[src/rtl/fifo_write_arbiter.sv]
// Round-robin arbiter sharing one FIFO write port between N requesters, with bounded bursts.
// Define FIFO_WRITE_ARB_STATS_EN to add per-requester 16-bit write counters (wr_count).
module fifo_write_arbiter #(
  parameter int unsigned N         = 4,
  parameter int unsigned DW        = 32,
  parameter int unsigned MAX_BURST = 4
) (
  input  logic              clock,
  input  logic              reset,
  input  logic [N-1:0]      req,
  input  logic [N*DW-1:0]   data_in,
  input  logic              fifo_full,
  output logic [N-1:0]      grant,
  output logic              fifo_wn,
  output logic [DW-1:0]     fifo_datain,
  output logic              busy
`ifdef FIFO_WRITE_ARB_STATS_EN
  ,
  output logic [N*16-1:0]   wr_count
`endif
);

  localparam int unsigned IW = (N > 1) ? $clog2(N) : 1;

  typedef enum logic [0:0] {StIdle, StGrant} state_e;

  state_e        state_q;
  logic [IW-1:0] gid_q;
  logic [IW-1:0] rr_ptr_q;
  logic [3:0]    burst_cnt_q;

  logic [IW-1:0] pick;
  logic [IW-1:0] scan_idx;
  logic          found;
  logic          wr_fire;
  logic          last_word;
  logic [IW-1:0] next_rr;

  // First pending requester at or after rr_ptr, wrapping modulo N.
  always_comb begin
    pick     = '0;
    found    = 1'b0;
    scan_idx = '0;
    for (int unsigned k = 0; k < N; k++) begin
      scan_idx = IW'((32'(rr_ptr_q) + k) % N);
      if (!found && req[scan_idx]) begin
        found = 1'b1;
        pick  = scan_idx;
      end
    end
  end

  always_comb begin
    busy        = (state_q == StGrant);
    grant       = '0;
    fifo_datain = '0;
    if (busy) begin
      grant[gid_q] = 1'b1;
      fifo_datain  = data_in[32'(gid_q)*DW +: DW];
    end
    wr_fire   = busy && req[gid_q] && !fifo_full;
    fifo_wn   = wr_fire;
    last_word = (burst_cnt_q == 4'(MAX_BURST - 1));
    next_rr   = (gid_q == IW'(N - 1)) ? '0 : gid_q + 1'b1;
  end

  always_ff @(posedge clock or negedge reset) begin
    if (!reset) begin
      state_q     <= StIdle;
      gid_q       <= '0;
      rr_ptr_q    <= '0;
      burst_cnt_q <= '0;
    end else begin
      unique case (state_q)
        StIdle: begin
          if (found) begin
            gid_q       <= pick;
            burst_cnt_q <= '0;
            state_q     <= StGrant;
          end
        end
        StGrant: begin
          if (wr_fire) burst_cnt_q <= burst_cnt_q + 4'd1;
          // A stalled grant holds indefinitely; only a dropped req or a full burst releases it.
          if (!req[gid_q] || (wr_fire && last_word)) begin
            state_q  <= StIdle;
            rr_ptr_q <= next_rr;
          end
        end
        default: state_q <= StIdle;
      endcase
    end
  end

`ifdef FIFO_WRITE_ARB_STATS_EN
  logic [15:0] cnt_q [N];

  always_ff @(posedge clock or negedge reset) begin
    if (!reset) begin
      for (int unsigned i = 0; i < N; i++) cnt_q[i] <= '0;
    end else if (wr_fire) begin
      cnt_q[gid_q] <= cnt_q[gid_q] + 16'd1;
    end
  end

  always_comb begin
    wr_count = '0;
    for (int unsigned i = 0; i < N; i++) wr_count[i*16 +: 16] = cnt_q[i];
  end
`endif

endmodule

[config.mk]
export PLATFORM = sky130hd
export DESIGN_NAME = fifo_write_arbiter
export DESIGN_NICKNAME = d
export VERILOG_FILES = /design/src/rtl/fifo_write_arbiter.sv
export SDC_FILE = /design/constraint.sdc
export NUM_CORES = 1
export LEC_CHECK = 0
export ABC_AREA = 0
export CORE_ASPECT_RATIO = 0.5
export CORE_MARGIN = 3
export CORE_UTILIZATION = 30
export DETAILED_ROUTE_END_ITERATION = 7
export GPL_TIMING_DRIVEN = 0
export PLACE_DENSITY = 0.84
export SYNTH_ARGS = -nofsm -noshare
export SYNTH_HDL_FRONTEND = slang
export SYNTH_SLANG_ARGS = --single-unit
[constraint.sdc]
create_clock -name clock -period 5.6 [get_ports clock]
set_input_delay 1.4 -clock clock [delete_from_list [all_inputs] [get_ports clock]]
set_output_delay 1.4 -clock clock [all_outputs]
set_load 0.01 [all_outputs]
==> impl_metrics.csv <==
group,metric,value,unit
cells_and_area,diodes,0,
clocking,cts_tree,"done",
cells_and_area,drive_gt1_share,15.6,%
setup_path,crit_path_start_kind,"input pin",
clocking,cts_root_buf,"clkbuf_16",
synth,synth-xor-area-share,0.511,%
timing,rsz0062_at_grt,"no",
cells_and_area,fillers,377,
setup_path,crit_arrival,3.09,ns
drt,wirelength,7.80,mm
timing,timing.hold.ws,0.582,ns
global_routing,antenna_found_initial,0,
synth,yosysMostFrequentCell,"and2_1",
power,power,1.42,mW
clocking,clock_latency,0.24,ns
die,die_area,6710,um2
die,die_h,59.5,um
cells_and_area,syn_to_final_growth,110,%
synth,synth_commonest_cells,"and2_1 (37), mux4_2 (32), dfrtp_1 (9), nor2_1 (6)",
clocking,path_clk_slew,0.04,ns
setup_path,critPathMaxFanout,7,
die,ioPinCount,173,
clocking,cts.sinks,9,
synth,syn-num-nets,290,
flow_run,drv_cap,0,
synth,synth_warnings,0,
timing,tightest_slew,0.482,ns
clocking,numCtsBuffers,3,
placed_design,hpwl,6.71,mm
timing,hold_viol,0,
cells_and_area,post-route-util,69.2,%
synth,netlist_top_cells_area,"mux4_2 (42%), and2_1 (14%), dfrtp_1 (13%)",
cells_and_area,nets,467,
synth,syn_area,1710,um2
power,powerDensity,394,nW/um2
global_routing,grt_max_degree,11,
die,start_util,32.9,%
placed_design,place_inst,392,
synth,synth_seq_area_share,13.1,%
synth,synth.distinct_cells,39,
timing,min_period,4.49,ns
drt,drtAntennaViolNets,0,
power,peakVddDrop,0.186,mV
timing,finClkSkew,0.00411,ns
clocking,h-tree-depth,1,
drt,drc,0,
cells_and_area,final_cells,396,
drt,wire_per_inst,19.7,um
timing,drv_slew,0,
timing,fin_ws,1.11,ns
synth,synth_simple_gate_area_share,22.1,%
synth,synthMuxAreaShare,48.1,%
clocking,postCtsResizedCells,0,
global_routing,globalRouteOverflowTotal,0,
clocking,hold_buffers,0,
timing,setup_viol,0,
synth,synth_compound_area_share,6.79,%
setup_path,cp-end-kind,"output port",
synth,avgSynthCellArea,11.4,um2
synth,synthAdderAreaFrac,3.65,%
global_routing,grt_pass1_vias,2095,
drt,num_vias,1951,
placed_design,dpl_cell_area,3520,um2
synth,synth_top_family_by_area,"multiplexers",
setup_path,crit_required,4.20,ns
synth,synth_edf_count,0,
cells_and_area,stdcell_area,3600,um2
synth,syn_inst,150,
synth,synthArstFlopShare,100,%
timing,relSlewSlack,67.6,%
placed_design,post-place-ws,1.11,ns
run_status,status,"complete, no violations",
global_routing,grt_pass1_wl,11.5,mm
min_path,min_path_type,"flip-flop to flip-flop",
timing,max_freq,223,MHz
die,core_area,5200,um2
setup_path,criticalPathCategory,"input pin to output port",
synth,synth_top_flop_cell,"dfrtp_1",
synth,synth_top_area_share,42.0,%
die,die_w,113,um
global_routing,grt_usage,22.2,%
setup_path,r2r_slack,3.88,ns
timing,fin_crit_sh,80.2,%
placed_design,gp_congestion,0.828,
synth,ys_seq_elements,9,
placed_design,io_buffers,172,
clocking,cts_buffer_depth,2,
drt,drtPass1Iterations,4,
synth,synth_top_area_cell,"mux4_2",
die,row_count,18,
power,p_leak,1.37,nW
timing,setup_tns,0,ns
drt,via_per_inst,4.93,
clocking,cts_setup_buffers,0,
drt,drt-initial-drc-count,74,
-- power breakdown --
group          switching [mW]  internal (mW)  leakage, nW
clock network          0.0334         0.0953       0.0382
logic                   0.459          0.698         1.22
registers              0.0388         0.0939        0.113
-- cells in the final DEF, fill, tap and decap left out, types with 2 or more instances in the layout --
| cell | count |
|---|---|
| nand3_1 | 5 |
| a21oi_1 | 2 |
| buf_2 | 3 |
| nor3_1 | 2 |
| dfrtp_1 | 9 |
| o21ai_1 | 2 |
| clkdlybuf4s50_1 | 172 |
| ha_1 | 5 |
| clkbuf_1 | 5 |
| and2_1 | 37 |
| inv_1 | 4 |
| nor2_1 | 6 |
| mux4_2 | 32 |
| clkbuf_16 | 3 |
| mux2_4 | 4 |
| buf_6 | 4 |
| nand2_1 | 4 |
| mux2i_1 | 3 |
| nor2b_1 | 2 |
-- layer usage --
layer / global-route usage, % / part of all wire, % / vias to the layer above
met5: 0 / 0 / -
met3: 3.16 / 3.1 / 10
met2: 41.5 / 57 / 46
met4: 5.31 / 1.3 / 0
met1: 27.7 / 39 / 959
li1: - / - / 936
-- cell families after synthesis --
logic type,after synthesis
AOI/OAI and AO/OA,15
adders and majority gates,5
xor gates and xnor gates,1
buffers and inverters,16
DFF,9
muxes,40
and+or+nand+nor,64
-- worst paths after layout --
path                                             from                    endpoint  cells past startpoint
hold / removal             burst_cnt_q[3]$_DFFE_PN0P_  burst_cnt_q[3]$_DFFE_PN0P_                      2
setup / recovery                               req[3]                     fifo_wn                      5
max in group asynchronous                       reset     rr_ptr_q[1]$_DFFE_PN0P_                      1
min in group asynchronous                       reset  burst_cnt_q[3]$_DFFE_PN0P_                      1
setup reg to reg                 gid_q[1]$_DFFE_PN0P_     rr_ptr_q[1]$_DFFE_PN0P_                      5
hold reg to reg            burst_cnt_q[3]$_DFFE_PN0P_  burst_cnt_q[3]$_DFFE_PN0P_                      2
-- worst max-delay path, stage by stage --
cell and delay, ns:
clkdlybuf4s50_1 0.53, mux2_4 0.34, a22oi_4 0.27, nor2_1 0.07, clkdlybuf4s50_1 0.48
-- cell type report --
class / instances / area [um2] / share of cell area (%)
inverters: 4 / 15.0 / 0.417
multi-input cells: 125 / 1390 / 38.6
well taps: 70 / 87.6 / 2.43
repair buffers: 172 / 1720 / 47.8
plain buffers: 12 / 82.6 / 2.29
clock buffers: 4 / 78.8 / 2.19
flip-flops and latches: 9 / 225 / 6.25
-- state kept, by name, indices dropped and copies added (netlist names) --
name         count
burst_cnt_q      4
gid_q            2
rr_ptr_q         2
busy             1
Power figures use the tool's default switching activity.
==> edit, RTL diff (config.mk and constraints unchanged) <==
The parameter `N` goes from 4 to 8.
--- a/src/rtl/fifo_write_arbiter.sv
+++ b/src/rtl/fifo_write_arbiter.sv
@@ -1,7 +1,7 @@
 // Round-robin arbiter sharing one FIFO write port between N requesters, with bounded bursts.
 // Define FIFO_WRITE_ARB_STATS_EN to add per-requester 16-bit write counters (wr_count).
 module fifo_write_arbiter #(
-  parameter int unsigned N         = 4,
+  parameter int unsigned N         = 8,
   parameter int unsigned DW        = 32,
   parameter int unsigned MAX_BURST = 4
 ) (
Ports: changed (resized data_in, grant and req); port bits go from 173 to 309. The function was not compared with the original's and may differ.
==> edit against the unedited design <==
Sequential share of layout area is 2.3 points lower; design area grew 94%; fmax is 14% lower; sequential cell count increased by 2; final cell count increased by 98%; area after synthesis up 110%; clock skew shrank 0.0037 ns; wire length increased to 2.7 times the old value; total power grew 130%; register-to-register slack worse by 2.2 ns; worst setup slack got worse by 0.70 ns; combinational power grew to 2.6 times the old value; critical endpoint unchanged; largest power group unchanged.
==> edit: results (changes against the unedited design) <==
The run gives 324 (was 74) as the number of violations reported at the end of detailed-routing iteration 0. List of most frequent post-synthesis cells: 79 x sky130_fd_sc_hd__mux4_2, 38 x sky130_fd_sc_hd__mux2i_1, 33 x sky130_fd_sc_hd__nor2b_1 (was 37 x sky130_fd_sc_hd__and2_1, 32 x sky130_fd_sc_hd__mux4_2, 9 x sky130_fd_sc_hd__dfrtp_1). The logs give 5 (was 4) for the count of TritonRoute iterations in the first routing pass and 777 (was 392) for the total instance count after detailed placement. The number of logic inverters in the finished layout came out at 9 (was 4).

The logs give 0.1925 GHz (was 0.2227 GHz) for the maximum clock rate and 0.2998 (was 0.2221) for the overall global routing resource usage. The startpoint of the worst register-to-register path is rr_ptr_q[1] (was gid_q[1]). The data arrival at the endpoint of the critical path is 3.79 ns (was 3.09 ns), and the number of antenna violations at the first check in global routing is 2 (was 0). The largest stage delay on the critical path is 0.71 ns (was 0.53 ns). For the final non-filler cell total, the log shows 783 (was 396).

The number of nets in the synthesized netlist was 582 (was 290); the depth of the most critical reg-to-reg path was 11 (was 5). The number of signal-net buffers in the layout is 341 (was 184). Biggest regs: burst_cnt_q x4, gid_q x3, rr_ptr_q x3 (was burst_cnt_q x4, gid_q x2, rr_ptr_q x2). The flow ran to the end, and the final reports show no timing, DRC or antenna violations.

The signed area change from the synthesized netlist to the final layout was 92.98% (was 110.1%). The detailed-placement wirelength estimate is 18330 um (was 6714 um), and the buffering overhead is 0.4630 (was 0.5009). For the met2 wire length, the log shows 11050 um (was 4411 um). The endpoint of the most critical register-to-register path is gid_q[0] (was rr_ptr_q[1]). The cell area power density came out at 469.0 mW/mm^2 (was 393.8 mW/mm^2).

The average instance area after synthesis is 11.68 sq um (was 11.43 sq um). Main area contributors after synthesis: sky130_fd_sc_hd__mux4_2 49%, sky130_fd_sc_hd__mux2i_1 11%, sky130_fd_sc_hd__dfrtp_1 7.6%, sky130_fd_sc_hd__nor2b_1 5.7%, sky130_fd_sc_hd__mux4_1 2.2% (was sky130_fd_sc_hd__mux4_2 42%, sky130_fd_sc_hd__and2_1 14%, sky130_fd_sc_hd__dfrtp_1 13%, sky130_fd_sc_hd__ha_1 3.6%, sky130_fd_sc_hd__mux2_4 3.5%). The origin of the worst min-delay path is burst_cnt_q[2] (was burst_cnt_q[3]). For the number of vias in the routed layout, the log shows 4262 (was 1951). The post-placement setup slack came out at 0.4125 ns (was 1.106 ns).

The tools report the met3 track demand over resource as 0.02478 (was 0.03160). Leakage power of the design: 2.585 nW (was 1.367 nW). The via count of the first global-routing pass is 4471 (was 2095). The logs give 0.006902 sq mm (was 0.003523 sq mm) for the placed cell area and 0.5660 ns (was 0.5816 ns) for the worst hold margin. The tools report the maximum number of pins on one net before global-route repair as 12 (was 11).
==> edit: cell types whose count changed after synthesis, moves of 5 or more <==
cell / unedited run / this run
sky130_fd_sc_hd__inv_1: 4 / 9
sky130_fd_sc_hd__nand2_1: 4 / 17
sky130_fd_sc_hd__buf_1: 0 / 8
sky130_fd_sc_hd__nor2b_1: 2 / 33
sky130_fd_sc_hd__and2_1: 37 / 1
sky130_fd_sc_hd__mux2i_1: 3 / 38
sky130_fd_sc_hd__mux4_2: 32 / 79
sky130_fd_sc_hd__clkbuf_1: 4 / 18
sky130_fd_sc_hd__a21oi_1: 2 / 10
sky130_fd_sc_hd__nand2b_1: 1 / 7
sky130_fd_sc_hd__nor2_1: 6 / 12
sky130_fd_sc_hd__o21ai_0: 1 / 7
==> edit: where the power goes <==
group          internal (mW)  total, mW  switching [mW]  leakage, nW
registers              0.113      0.150          0.0376        0.135
logic                   1.58       3.00            1.42         2.41
clock network         0.0955      0.130          0.0342       0.0382
